==> config.mk <==
export PLATFORM = sky130hd
export DESIGN_NAME = ps2_move_tracker
export DESIGN_NICKNAME = d
export VERILOG_FILES = /design/src/rtl/ps2_move_tracker.sv
export SDC_FILE = /design/constraint.sdc
export NUM_CORES = 1
export LEC_CHECK = 0
export ABC_AREA = 1
export CORE_MARGIN = 2
export CORE_UTILIZATION = 54
export CTS_BUF_LIST = sky130_fd_sc_hd__clkbuf_8
export DETAILED_ROUTE_END_ITERATION = 8
export PLACE_DENSITY = 0.9
export SYNTH_ARGS = -nofsm -noshare
export SYNTH_HDL_FRONTEND = slang
export SYNTH_SLANG_ARGS = --single-unit
export TNS_END_PERCENT = 50
==> constraint.sdc <==
create_clock -name clk -period 2.4 [get_ports clk]
set_input_delay 0.48 -clock clk [delete_from_list [all_inputs] [get_ports clk]]
set_output_delay 0.48 -clock clk [all_outputs]
set_load 0.01 [all_outputs]
==> src/rtl/ps2_move_tracker.sv <==
// Purpose: decode PS/2 set-2 scan bytes into per-player held-key bitmaps, move codes and move strobes.
// Latency: 1 cycle from rx_done_tick to held/move/move_stb.
// Backpressure: none; every rx_done_tick byte is consumed. Optional auto-repeat via `define MOVE_REPEAT_EN.
module ps2_move_tracker #(
  parameter int NUM_PLAYERS   = 2,
  parameter int REPEAT_CYCLES = 5000000
) (
  input  logic                       clk,
  input  logic                       reset,
  input  logic                       rx_done_tick,
  input  logic [7:0]                 rx_data,
  output logic [5*NUM_PLAYERS-1:0]   held,
  output logic [3*NUM_PLAYERS-1:0]   move,
  output logic [NUM_PLAYERS-1:0]     move_stb
);

  localparam logic [1:0] S_IDLE    = 2'd0;
  localparam logic [1:0] S_EXT     = 2'd1;
  localparam logic [1:0] S_BRK     = 2'd2;
  localparam logic [1:0] S_EXT_BRK = 2'd3;

  logic [1:0]               state, state_nxt;
  logic                     key_vld, key_ext, key_make, clr_all;
  logic [3:0]               key_map;   // {hit, bit index}
  logic [5*NUM_PLAYERS-1:0] held_nxt;
  logic [NUM_PLAYERS-1:0]   press;
  logic [NUM_PLAYERS-1:0]   rpt_stb;

  // Unprefixed codes belong to player 0: bit order {action, right, left, down, up}
  function automatic logic [3:0] map_std(input logic [7:0] code);
    case (code)
      8'h1D:   map_std = {1'b1, 3'd0};
      8'h1B:   map_std = {1'b1, 3'd1};
      8'h1C:   map_std = {1'b1, 3'd2};
      8'h23:   map_std = {1'b1, 3'd3};
      8'h29:   map_std = {1'b1, 3'd4};
      default: map_std = 4'b0000;
    endcase
  endfunction

  // E0-prefixed codes belong to player 1 (arrow keys + right Ctrl)
  function automatic logic [3:0] map_ext(input logic [7:0] code);
    case (code)
      8'h75:   map_ext = {1'b1, 3'd0};
      8'h72:   map_ext = {1'b1, 3'd1};
      8'h6B:   map_ext = {1'b1, 3'd2};
      8'h74:   map_ext = {1'b1, 3'd3};
      8'h14:   map_ext = {1'b1, 3'd4};
      default: map_ext = 4'b0000;
    endcase
  endfunction

  // Fixed priority: action > up > down > left > right
  function automatic logic [2:0] move_enc(input logic [4:0] h);
    if (h[4])      move_enc = 3'b101;
    else if (h[0]) move_enc = 3'b001;
    else if (h[1]) move_enc = 3'b010;
    else if (h[2]) move_enc = 3'b011;
    else if (h[3]) move_enc = 3'b100;
    else           move_enc = 3'b000;
  endfunction

  // Parser: classify the incoming byte and pick the next prefix state
  always_comb begin
    state_nxt = state;
    key_vld   = 1'b0;
    key_ext   = 1'b0;
    key_make  = 1'b1;
    clr_all   = 1'b0;
    if (rx_done_tick) begin
      case (state)
        S_IDLE: begin
          if (rx_data == 8'hE0)      state_nxt = S_EXT;
          else if (rx_data == 8'hF0) state_nxt = S_BRK;
          else if (rx_data == 8'hAA || rx_data == 8'h00 || rx_data == 8'hFF) clr_all = 1'b1;
          else key_vld = 1'b1;
        end
        S_EXT: begin
          if (rx_data == 8'hF0) state_nxt = S_EXT_BRK;
          else begin
            key_vld   = 1'b1;
            key_ext   = 1'b1;
            state_nxt = S_IDLE;
          end
        end
        S_BRK: begin
          key_vld   = 1'b1;
          key_make  = 1'b0;
          state_nxt = S_IDLE;
        end
        default: begin
          key_vld   = 1'b1;
          key_ext   = 1'b1;
          key_make  = 1'b0;
          state_nxt = S_IDLE;
        end
      endcase
    end
  end

  assign key_map = key_ext ? map_ext(rx_data) : map_std(rx_data);

  // Next held bitmap; player-1 keys find no slot when only one player is built
  always_comb begin
    held_nxt = clr_all ? '0 : held;
    for (int p = 0; p < NUM_PLAYERS; p++) begin
      for (int b = 0; b < 5; b++) begin
        if (key_vld && key_map[3] && (int'(key_ext) == p) && (key_map[2:0] == 3'(b)))
          held_nxt[5*p+b] = key_make;
      end
    end
  end

  // A new press is any held bit rising for that player
  always_comb begin
    press = '0;
    for (int p = 0; p < NUM_PLAYERS; p++)
      press[p] = |(held_nxt[5*p +: 5] & ~held[5*p +: 5]);
  end

`ifdef MOVE_REPEAT_EN
  localparam int CW = $clog2(REPEAT_CYCLES);
  logic [CW-1:0] rpt_cnt [NUM_PLAYERS];

  // Repeat fires when a running counter wraps and a key is still held after this cycle
  always_comb begin
    rpt_stb = '0;
    for (int p = 0; p < NUM_PLAYERS; p++)
      rpt_stb[p] = (move[3*p +: 3] != 3'b000) && (rpt_cnt[p] == CW'(REPEAT_CYCLES-1))
                   && (|held_nxt[5*p +: 5]);
  end

  // Per-player repeat counters: restart on a press or full release, run while a move is shown
  always_ff @(posedge clk) begin
    for (int p = 0; p < NUM_PLAYERS; p++) begin
      if (reset)
        rpt_cnt[p] <= '0;
      else if (press[p] || !(|held_nxt[5*p +: 5]))
        rpt_cnt[p] <= '0;
      else if (move[3*p +: 3] != 3'b000)
        rpt_cnt[p] <= (rpt_cnt[p] == CW'(REPEAT_CYCLES-1)) ? '0 : rpt_cnt[p] + 1'b1;
    end
  end
`else
  assign rpt_stb = '0;
`endif

  // Registered outputs and parser state
  always_ff @(posedge clk) begin
    if (reset) begin
      state    <= S_IDLE;
      held     <= '0;
      move     <= '0;
      move_stb <= '0;
    end else begin
      state <= state_nxt;
      held  <= held_nxt;
      for (int p = 0; p < NUM_PLAYERS; p++) begin
        move[3*p +: 3] <= move_enc(held_nxt[5*p +: 5]);
        move_stb[p]    <= press[p] | rpt_stb[p];
      end
    end
  end

endmodule

== After elaboration in Yosys (flattened, before gate mapping) ==
Cells that the tools add are included.
Storage, ports and cells
  register bits: 20
  input port bits: 11
  output and inout port bits: 18
  logic and storage cells: 100
Cells by class
  equality and inequality tests: 21
  mux-type cells: 43
  bitwise logic cells: 5
  reductions and logical operators: 25
Operator list (count)
  4-bit case mux with 5 select lines: 2
  8-bit by 5-bit == test with 1-bit output, second input constant: 4
  8-bit by 7-bit == test with 1-bit output, second input constant: 4
  8-bit == test, second input constant: 4
  3-bit 2-to-1 mux: 10
  1-bit 2-to-1 mux: 23
  8-bit by 6-bit == test with 1-bit output, second input constant: 2
  1-bit logical AND: 13
  5-bit bitwise AND: 2
  10-bit 2-to-1 mux: 1
  5-bit inverter: 2
  5-bit OR reduction: 2
  8-bit logical NOT: 1
  3-bit by 2-bit == test with 1-bit output, second input constant: 2
  2-bit 2-to-1 mux: 3
  3-bit OR reduction: 2
  4-bit 2-to-1 mux: 1
  1-bit case mux with 2 select lines: 2
  2-bit case mux with 2 select lines: 1
  2-bit OR reduction: 2
  3-bit by 1-bit == test with 1-bit output, second input constant: 1
  3-bit == test, second input constant: 1
  3-bit logical NOT: 1
  3-bit inequality test, second input constant: 1
  6 further kinds: 7

== Longest topological paths before layout ==
Gate-level depths: netlist of run 1.
  word-level depth: 17
  mapped depth: 17
  gate-level depth less buffers: 17

== Worst setup path before layout of run 1 ==
Ideal clock, no wire load.
  kind: input -> register
  start: in rx_data[2]
  end: reg move[3]
  setup time: 0.116 ns
  arrival: 1.830 ns
  required time: 2.284 ns
  path slack: 0.453 ns
  stages on the path: 15
  buffers on the path: 1
  path through: nor2_2 nand2_2 inv_2 nand3b_4 nand2_4 buf_12 nor2_2 nor2_2 nand2_2 nor2_4 nand2_1 nand2_1 nand2_2 o21ai_0 nand2_1
On the way
  word-level cells in the longest chain between the ends: 16
  elaborated cells on any way between the ends: 52
  classes of those cells: 17 x eq/ne; 25 x mux; 10 x reduce/logical
Ends and longest elaborated chain
  start, declared: RTL line 11  | input logic [7:0] rx_data,
  8-bit == test / 8-bit logical NOT (equally long branches): RTL line 75  | else if (rx_data == 8'hAA || rx_data == 8'h00 || rx_data == 8'hFF) clr_all = 1'b1;
  1-bit logical OR (2 in series): RTL line 75
  1-bit 2-to-1 mux: RTL line 75
  1-bit 2-to-1 mux: RTL line 74  | else if (rx_data == 8'hF0) state_nxt = S_BRK;
  1-bit 2-to-1 mux: RTL line 73  | if (rx_data == 8'hE0) state_nxt = S_EXT;
  1-bit case mux with 2 select lines: RTL line 71  | case (state)
  1-bit 2-to-1 mux: RTL line 70  | if (rx_done_tick) begin
  1-bit logical AND (3 in series): RTL line 108  | if (key_vld && key_map[3] && (int'(key_ext) == p) && (key_map[2:0] == 3'(b)))
  1-bit 2-to-1 mux: RTL line 108
  3-bit 2-to-1 mux: RTL line 58  | else if (h[2]) move_enc = 3'b011;
  3-bit 2-to-1 mux: RTL line 57  | else if (h[1]) move_enc = 3'b010;
  3-bit 2-to-1 mux: RTL line 56  | else if (h[0]) move_enc = 3'b001;
  3-bit 2-to-1 mux *: RTL line 55  | if (h[4]) move_enc = 3'b101;
  end signal, assigned by index: RTL line 159  | move[3*p +: 3] <= move_enc(held_nxt[5*p +: 5]);
  end, declared: RTL line 13  | output logic [3*NUM_PLAYERS-1:0] move,
Mark *: on every way between the ends. The rest lies on a longest branch, timed or not.
A chain may end at the register's enable or synchronous reset.

== Worst setup path in the final report of run 1 ==
  start: in rx_data[2]
  end: reg move[1]
On the way
  word-level cells in the longest chain between the ends: 14
  elaborated cells on any way between the ends: 52
  classes of those cells: 17 x eq/ne; 23 x mux; 1 x bitwise; 11 x reduce/logical
Ends and longest elaborated chain (RTL line)
  8-bit == test / 8-bit logical NOT (equally long branches): 75
  1-bit logical OR (2 in series): 75
  1-bit 2-to-1 mux: 75
  1-bit 2-to-1 mux: 74
  1-bit 2-to-1 mux: 73
  1-bit case mux with 2 select lines: 71
  1-bit 2-to-1 mux: 70
  1-bit logical AND (3 in series): 108
  1-bit 2-to-1 mux: 108
  3-bit 2-to-1 mux: 58
  3-bit 2-to-1 mux: 57
Several ways; a longest one is shown, not always the timed one.

==> results of run 1 <==
==> power breakdown <==
group | leakage [nW] | internal [mW] | switching [mW]
Sequential | 0.161 | 0.337 | 0.00593
Clock | 0.0357 | 0.223 | 0.112
Combinational | 0.886 | 0.0646 | 0.114
==> cell type report <==
class | instances | area, sq um
clock inverters | 1 | 30.0
fillers | 172 | 589
inverters | 38 | 143
repair buffers | 56 | 482
flip-flops and latches | 20 | 400
well taps | 31 | 38.8
multi-input cells | 195 | 1010
clock buffers | 3 | 41.3
==> worst max-delay path: stages <==
cell and delay (ps):
dlygate4sd2_1 280, nor2_2 170, buf_4 140, nand3_1 70
nor2_2 160, nor2_1 80, nand3_1 120, nand2_2 120
nor2_1 160, nand2_1 150, o21bai_1 200, nand2_1 130
nor2_1 160, nor2b_1 160
==> Yosys cell counts <==
cell type and instances:
nand2_1 72, nor2_1 40, inv_1 33, dfxtp_1 20
nand3_1 18, nand2_2 11, o21ai_0 9, nor2_2 8
nand4_1 7, a21oi_1 5, inv_2 4, nor2_4 3
o21ai_2 3, a31oi_1 2, and2_1 2, nand3_2 2
nand3b_1 2, nor2b_1 2, o21ai_1 2, a31o_2 1
buf_1 1, buf_12 1, buf_4 1, clkbuf_1 1
clkinv_1 1, nand2_4 1, nand3b_4 1, nor3_1 1
nor3_2 1, nor3_4 1, o21bai_1 1
==> worst min path at each step <==
| stage | end | slack (ps) | depth (start not counted) |
|---|---|---|---|
| 2_1_floorplan | state[0] | 510 | 2 |
| 3_3_place_gp | state[0] | 550 | 2 |
| 3_5_place_dp | state[0] | 550 | 2 |
| 4_1_cts | state[0] | 570 | 2 |
| 5_1_grt | state[0] | 600 | 2 |
| 6_report | state[0] | 580 | 2 |
==> flip-flops by register name, summed over array words and instances (netlist names) <==
name and cells:
move_stb 2, move 6, state 2, held 10
==> per-layer routing <==
layer / vias to the layer above / share of wire, % / global-route usage, %
met3: 54 / 11 / 5.67
met4: 0 / 6.7 / 18.6
li1: 921 / - / -
met1: 911 / 36 / 33.8
met5: - / 0 / 0
met2: 169 / 47 / 51.0
==> cells by family after synthesis <==
family	count (synthesis)	share of synthesized area (%)
AND/OR/NAND/NOR	172	53.8
buffers and inverters	42	11.5
flip-flops	20	26.0
AO/OA/AOI/OAI	23	8.76
==> stage by stage <==
stage | worst slack [ps] | util (%) | std cells
global route | -78.2 | 78.4 | 344
detailed placement | -284 | 71.5 | 329
global placement | -191 | 71.5 | 329
finish | 14.9 | 78.4 | 344
CTS | 90.6 | 76.8 | 342
floorplan | 453 | - | 257
==> timing repair <==
item	CTS	global route
resized for setup	14	13
setup endpoints to repair	4	12
pin swaps	5	6
cloned	0	0
setup buffers	9	2
==> impl_metrics.py, run 1 <==
metrics = {
    "synthesis": {
        "synth.avg_cell_area_sq_um": 6.00,
        "synth.area.top_cells": "dfxtp_1 (26%), nand2_1 (18%), nor2_1 (9.7%)",
        "yosysUniqueCellTypes": 31,
        "net_count_of_the_mapped_netlist": 268,
        "post-synth-top-area-cell": "dfxtp_1",
        "synth_top_area_share_pct": 26.0,
        "postSynthCellCount": 257,
        "ys.warnings.count": 0,
        "post_synthesis_sequential_element_count": 20,
        "netlist_area_sq_um": 1540,
        "synth.yosys.seq_area_share_pct": 26.0,
    },
    "worst_setup_path": {
        "worstPathMaxFanout": 4,
        "worstSetupStartpointType": "primary input",
        "depth_of_the_most_critical_reg_to_reg_path": 14,
        "cp.required_ps": 2600,
        "destination_of_the_critical_timing_path": "move[1]",
        "worst-setup-path-type": "in2reg",
        "worstPathArrival_ps": 2580,
        "reg2reg_setup_slack_ps": 320,
        "regToRegStartpoint": "state[0]",
        "r2r_end": "move[1]",
        "crit_path_start": "rx_data[2]",
        "endpoint_kind": "flop",
    },
    "floorplan": {
        "die-height_microns": 57.5,
        "floorplan.initialDensity_pct": 56.4,
        "placementRows": 19,
        "dieArea_sq_um": 3300,
        "floorplan.core_area_sq_um": 2730,
        "pin_count": 29,
        "die_w_microns": 57.5,
    },
    "detailed_routing": {
        "route.vias.total": 2055,
        "post-route-drc-count": 0,
        "first_iter_violations": 210,
        "drt_first_pass_iters": 5,
        "route.detailed.wl_per_inst_microns": 14.9,
        "post_detailed_route_count_of_antenna_violating_nets": 0,
        "routed_wl_microns": 5140,
        "via_per_inst": 5.97,
    },
    "clock_tree": {
        "insertion_delay_ps": 260,
        "tritoncts_clock_tree": "built",
        "cts.reportedPaths.clkPinSlew_ps": 70,
        "cts.hold.buffers_added": 0,
        "clkSinkCount": 20,
        "clk_path_buf_depth": 2,
        "htree_levels": 1,
        "number_of_buffers_created_by_cts": 3,
        "root_buffer_cell": "clkbuf_8",
    },
    "power_and_ir_drop": {
        "power.density_cell_area_nw_per_um2": 399,
        "sum_of_internal_switching_and_leakage_power_mw": 0.856,
        "power.leakage_nw": 1.08,
        "ir_drop_mv": 0.548,
    },
    "min_path": {
        "timing.hold.worst.start": "state[0]",
        "min-delay-path-class": "reg2reg",
    },
    "global_routing": {
        "grt_first_pass_wirelength_microns": 7730,
        "grt_use_total_pct": 29.8,
        "grt_start_max_net_pins": 14,
        "number_of_global_route_vias_before_repair": 1830,
        "overflow": 0,
        "antenna_found_initial": 0,
    },
    "timing": {
        "final.setup.tns_ps": 0,
        "final_hold_viol_count": 0,
        "timing.final.setup_violations": 0,
        "max_slew.worst_pin.slew_ps": 283,
        "fin_hold_ws_ps": 582,
        "fin_worst_skew_ps": 2.91,
        "final_min_period_over_clock_period_pct": 99.4,
        "post-route-min-period_ps": 2390,
        "fmax_mhz": 419,
        "final_number_of_max_transition_violations": 0,
        "maxSlewHeadroom_pct": 80.9,
    },
    "finish": {
        "drive_above_1_share_pct": 24.9,
        "num-nets-final": 325,
        "layout.cells.most_common": "nand2_1",
        "synthToLayoutAreaGrowth_pct": 39.0,
        "most-common-layout-cells": "nand2_1 (69), nor2_1 (35), inv_1 (33), buf_4 (27)",
        "total_inserted_antenna_cells": 0,
        "design_area_sq_um": 2140,
    },
    "placement": {
        "port-buffer-count": 28,
        "postPlaceCellArea_sq_um": 1950,
        "dp_hpwl_microns": 3110,
        "finalWeightedCongestion": 0.905,
    },
    "flow_run": {
        "max_cap_viol_count": 0,
    },
    "outcome": {
        "outcome": "completed",
    },
}
No activity file was read; power rests on OpenSTA's default activity.
==> run 2: changes to the inputs <==
--- a/config.mk
+++ b/config.mk
@@ -10,6 +10,7 @@
 export CORE_UTILIZATION = 54
 export CTS_BUF_LIST = sky130_fd_sc_hd__clkbuf_8
 export DETAILED_ROUTE_END_ITERATION = 8
+export GPL_TIMING_DRIVEN = 0
 export PLACE_DENSITY = 0.9
 export SYNTH_ARGS = -nofsm -noshare
 export SYNTH_HDL_FRONTEND = slang
==> impl_metrics.py, run 2 (synthesis gave the netlist of run 1 again) <==
metrics = {
    "finish": {
        "most-common-layout-cells": "nand2_1 (71), nor2_1 (35), inv_1 (33), dfxtp_1 (20), clkdlybuf4s50_1 (18)",
        "regMostFlops": "held",
        "layout.cells.most_common": "nand2_1",
        "synthToLayoutAreaGrowth_pct": 33.1,
        "register_area_sq_um": 400,
        "num-nets-final": 308,
        "design_area_sq_um": 2050,
        "num-fill-cells": 185,
        "drive_above_1_share_pct": 19.6,
        "largest_registers": "held: 10 flops, move: 6 flops",
        "total_inserted_antenna_cells": 0,
        "max_ffs_per_register": 10,
        "multi_input_area_sq_um": 1010,
    },
    "worst_setup_path": {
        "worstPathArrival_ps": 2420,
        "worst-setup-path-type": "in2reg",
        "endpoint_kind": "flop",
        "worstPathMaxFanout": 10,
        "cp.required_ps": 2610,
        "worstSetupStartpointType": "primary input",
    },
    "flow_run": {
        "max_cap_viol_count": 0,
    },
    "timing": {
        "final_number_of_max_transition_violations": 0,
        "fin_worst_skew_ps": 2.16,
        "final_critical_path_setup_slack_ps": 192,
        "grt_setup_unrepaired": "false",
        "post-route-min-period_ps": 2210,
        "fin_hold_ws_ps": 565,
        "max_slew.worst_pin.slew_ps": 475,
        "final_hold_viol_count": 0,
        "maxSlewHeadroom_pct": 68.3,
        "timing.final.setup_violations": 0,
        "final_min_period_over_clock_period_pct": 92.0,
        "final.setup.tns_ps": 0,
        "fmax_mhz": 453,
    },
    "global_routing": {
        "grt_use_total_pct": 23.0,
        "overflow": 0,
        "grt_first_pass_wirelength_microns": 6020,
        "antenna_found_initial": 0,
        "grt_start_max_net_pins": 13,
        "number_of_global_route_vias_before_repair": 1445,
    },
    "detailed_routing": {
        "drt_first_pass_iters": 4,
        "first_iter_violations": 77,
        "route.vias.total": 1778,
        "routed_wl_microns": 4260,
        "route.detailed.wl_per_inst_microns": 13.0,
        "post_detailed_route_count_of_antenna_violating_nets": 0,
        "post-route-drc-count": 0,
        "via_per_inst": 5.44,
    },
    "floorplan": {
        "die-height_microns": 57.5,
        "floorplan.initialDensity_pct": 56.4,
        "placementRows": 19,
        "floorplan.core_area_sq_um": 2730,
        "pin_count": 29,
        "dieArea_sq_um": 3300,
        "die_w_microns": 57.5,
    },
    "clock_tree": {
        "tritoncts_clock_tree": "built",
        "insertion_delay_ps": 260,
        "number_of_buffers_created_by_cts": 3,
        "cts.hold.buffers_added": 0,
        "htree_levels": 1,
        "clk_path_buf_depth": 2,
        "root_buffer_cell": "clkbuf_8",
        "cts.reportedPaths.clkPinSlew_ps": 70,
        "clkSinkCount": 20,
    },
    "placement": {
        "finalWeightedCongestion": 0.950,
        "port-buffer-count": 27,
        "postPlaceCellArea_sq_um": 1850,
        "place_ws_ps": -301,
        "dp_hpwl_microns": 2600,
    },
    "power_and_ir_drop": {
        "power.leakage_nw": 1.08,
        "power.density_cell_area_nw_per_um2": 407,
        "ir_drop_mv": 0.622,
        "sum_of_internal_switching_and_leakage_power_mw": 0.835,
    },
    "min_path": {
        "min-delay-path-class": "reg2reg",
    },
    "outcome": {
        "outcome": "completed",
    },
}
run 2: cell types whose count changed in the layout (fill, tap and decap cells not counted), moves of 2 or more:
cell / before / now
buf_4: 27 / 8
clkdlybuf4s50_1: 20 / 18
dlygate4sd2_1: 6 / 0
dlymetal6s2s_1: 0 / 9
nand2_1: 69 / 71
nand2_2: 14 / 12
nor2_2: 12 / 10
nor2_4: 4 / 6
run 2: metal layers:
metal | wire length, microns | vias to the layer above | share of wire, % | global-route usage (%)
li1 | - | 882 | - | -
met1 | 1830 | 801 | 43 | 29.8
met2 | 2000 | 75 | 47 | 35.7
met3 | 274 | 20 | 6.4 | 5.22
met4 | 150 | 0 | 3.5 | 12.0
met5 | 0 | - | 0 | 0
run 2: timing repair:
item	4_1_cts	5_1_grt
buffers inserted	3	5
resized for setup	0	22
endpoints found under the setup margin	3	15
pin swaps	1	5
run 2: final timing paths:
check	from	endpoint	slack, ps	depth (start not counted)
setup / recovery	rx_data[0]	move[2]	190	15
hold / removal	state[0]	state[0]	570	2
setup reg to reg	state[1]	move[2]	410	12
hold reg to reg	state[0]	state[0]	570	2
run 2: worst max-delay path, cell delays in order:
cell and delay (ps):
dlymetal6s2s_1 180, nor2_2 180, nand2_2 90, inv_2 90
nand3b_4 100, nand2_4 90, buf_12 130, o21ai_0 140
nor2_2 210, nand2_1 140, nand2_1 120, o21ai_1 110
nor2_2 160, nand2_1 100, nand2_1 80
run 2: power by group:
part	switching (mW)	internal [mW]
Clock	0.114	0.223
Combinational	0.0999	0.0560
Sequential	0.00517	0.337
Total	0.219	0.616
run 2: cell type report:
type | instances | share of cell area, %
Buffer | 4 | 1.89
Clock inverter | 1 | 1.46
Inverter | 38 | 6.95
Sequential cell | 20 | 19.5
Timing Repair Buffer | 35 | 17.2
Tap cell | 31 | 1.89
Clock buffer | 3 | 2.01
Multi-Input combinational cell | 195 | 49.1
run 2: through the flow:
stage / utilization (%) / cells
2_1_floorplan: - / 257
3_3_place_gp: 67.7 / 315
3_5_place_dp: 67.7 / 315
4_1_cts: 71.2 / 322
5_1_grt: 75.1 / 327
6_report: 75.1 / 327
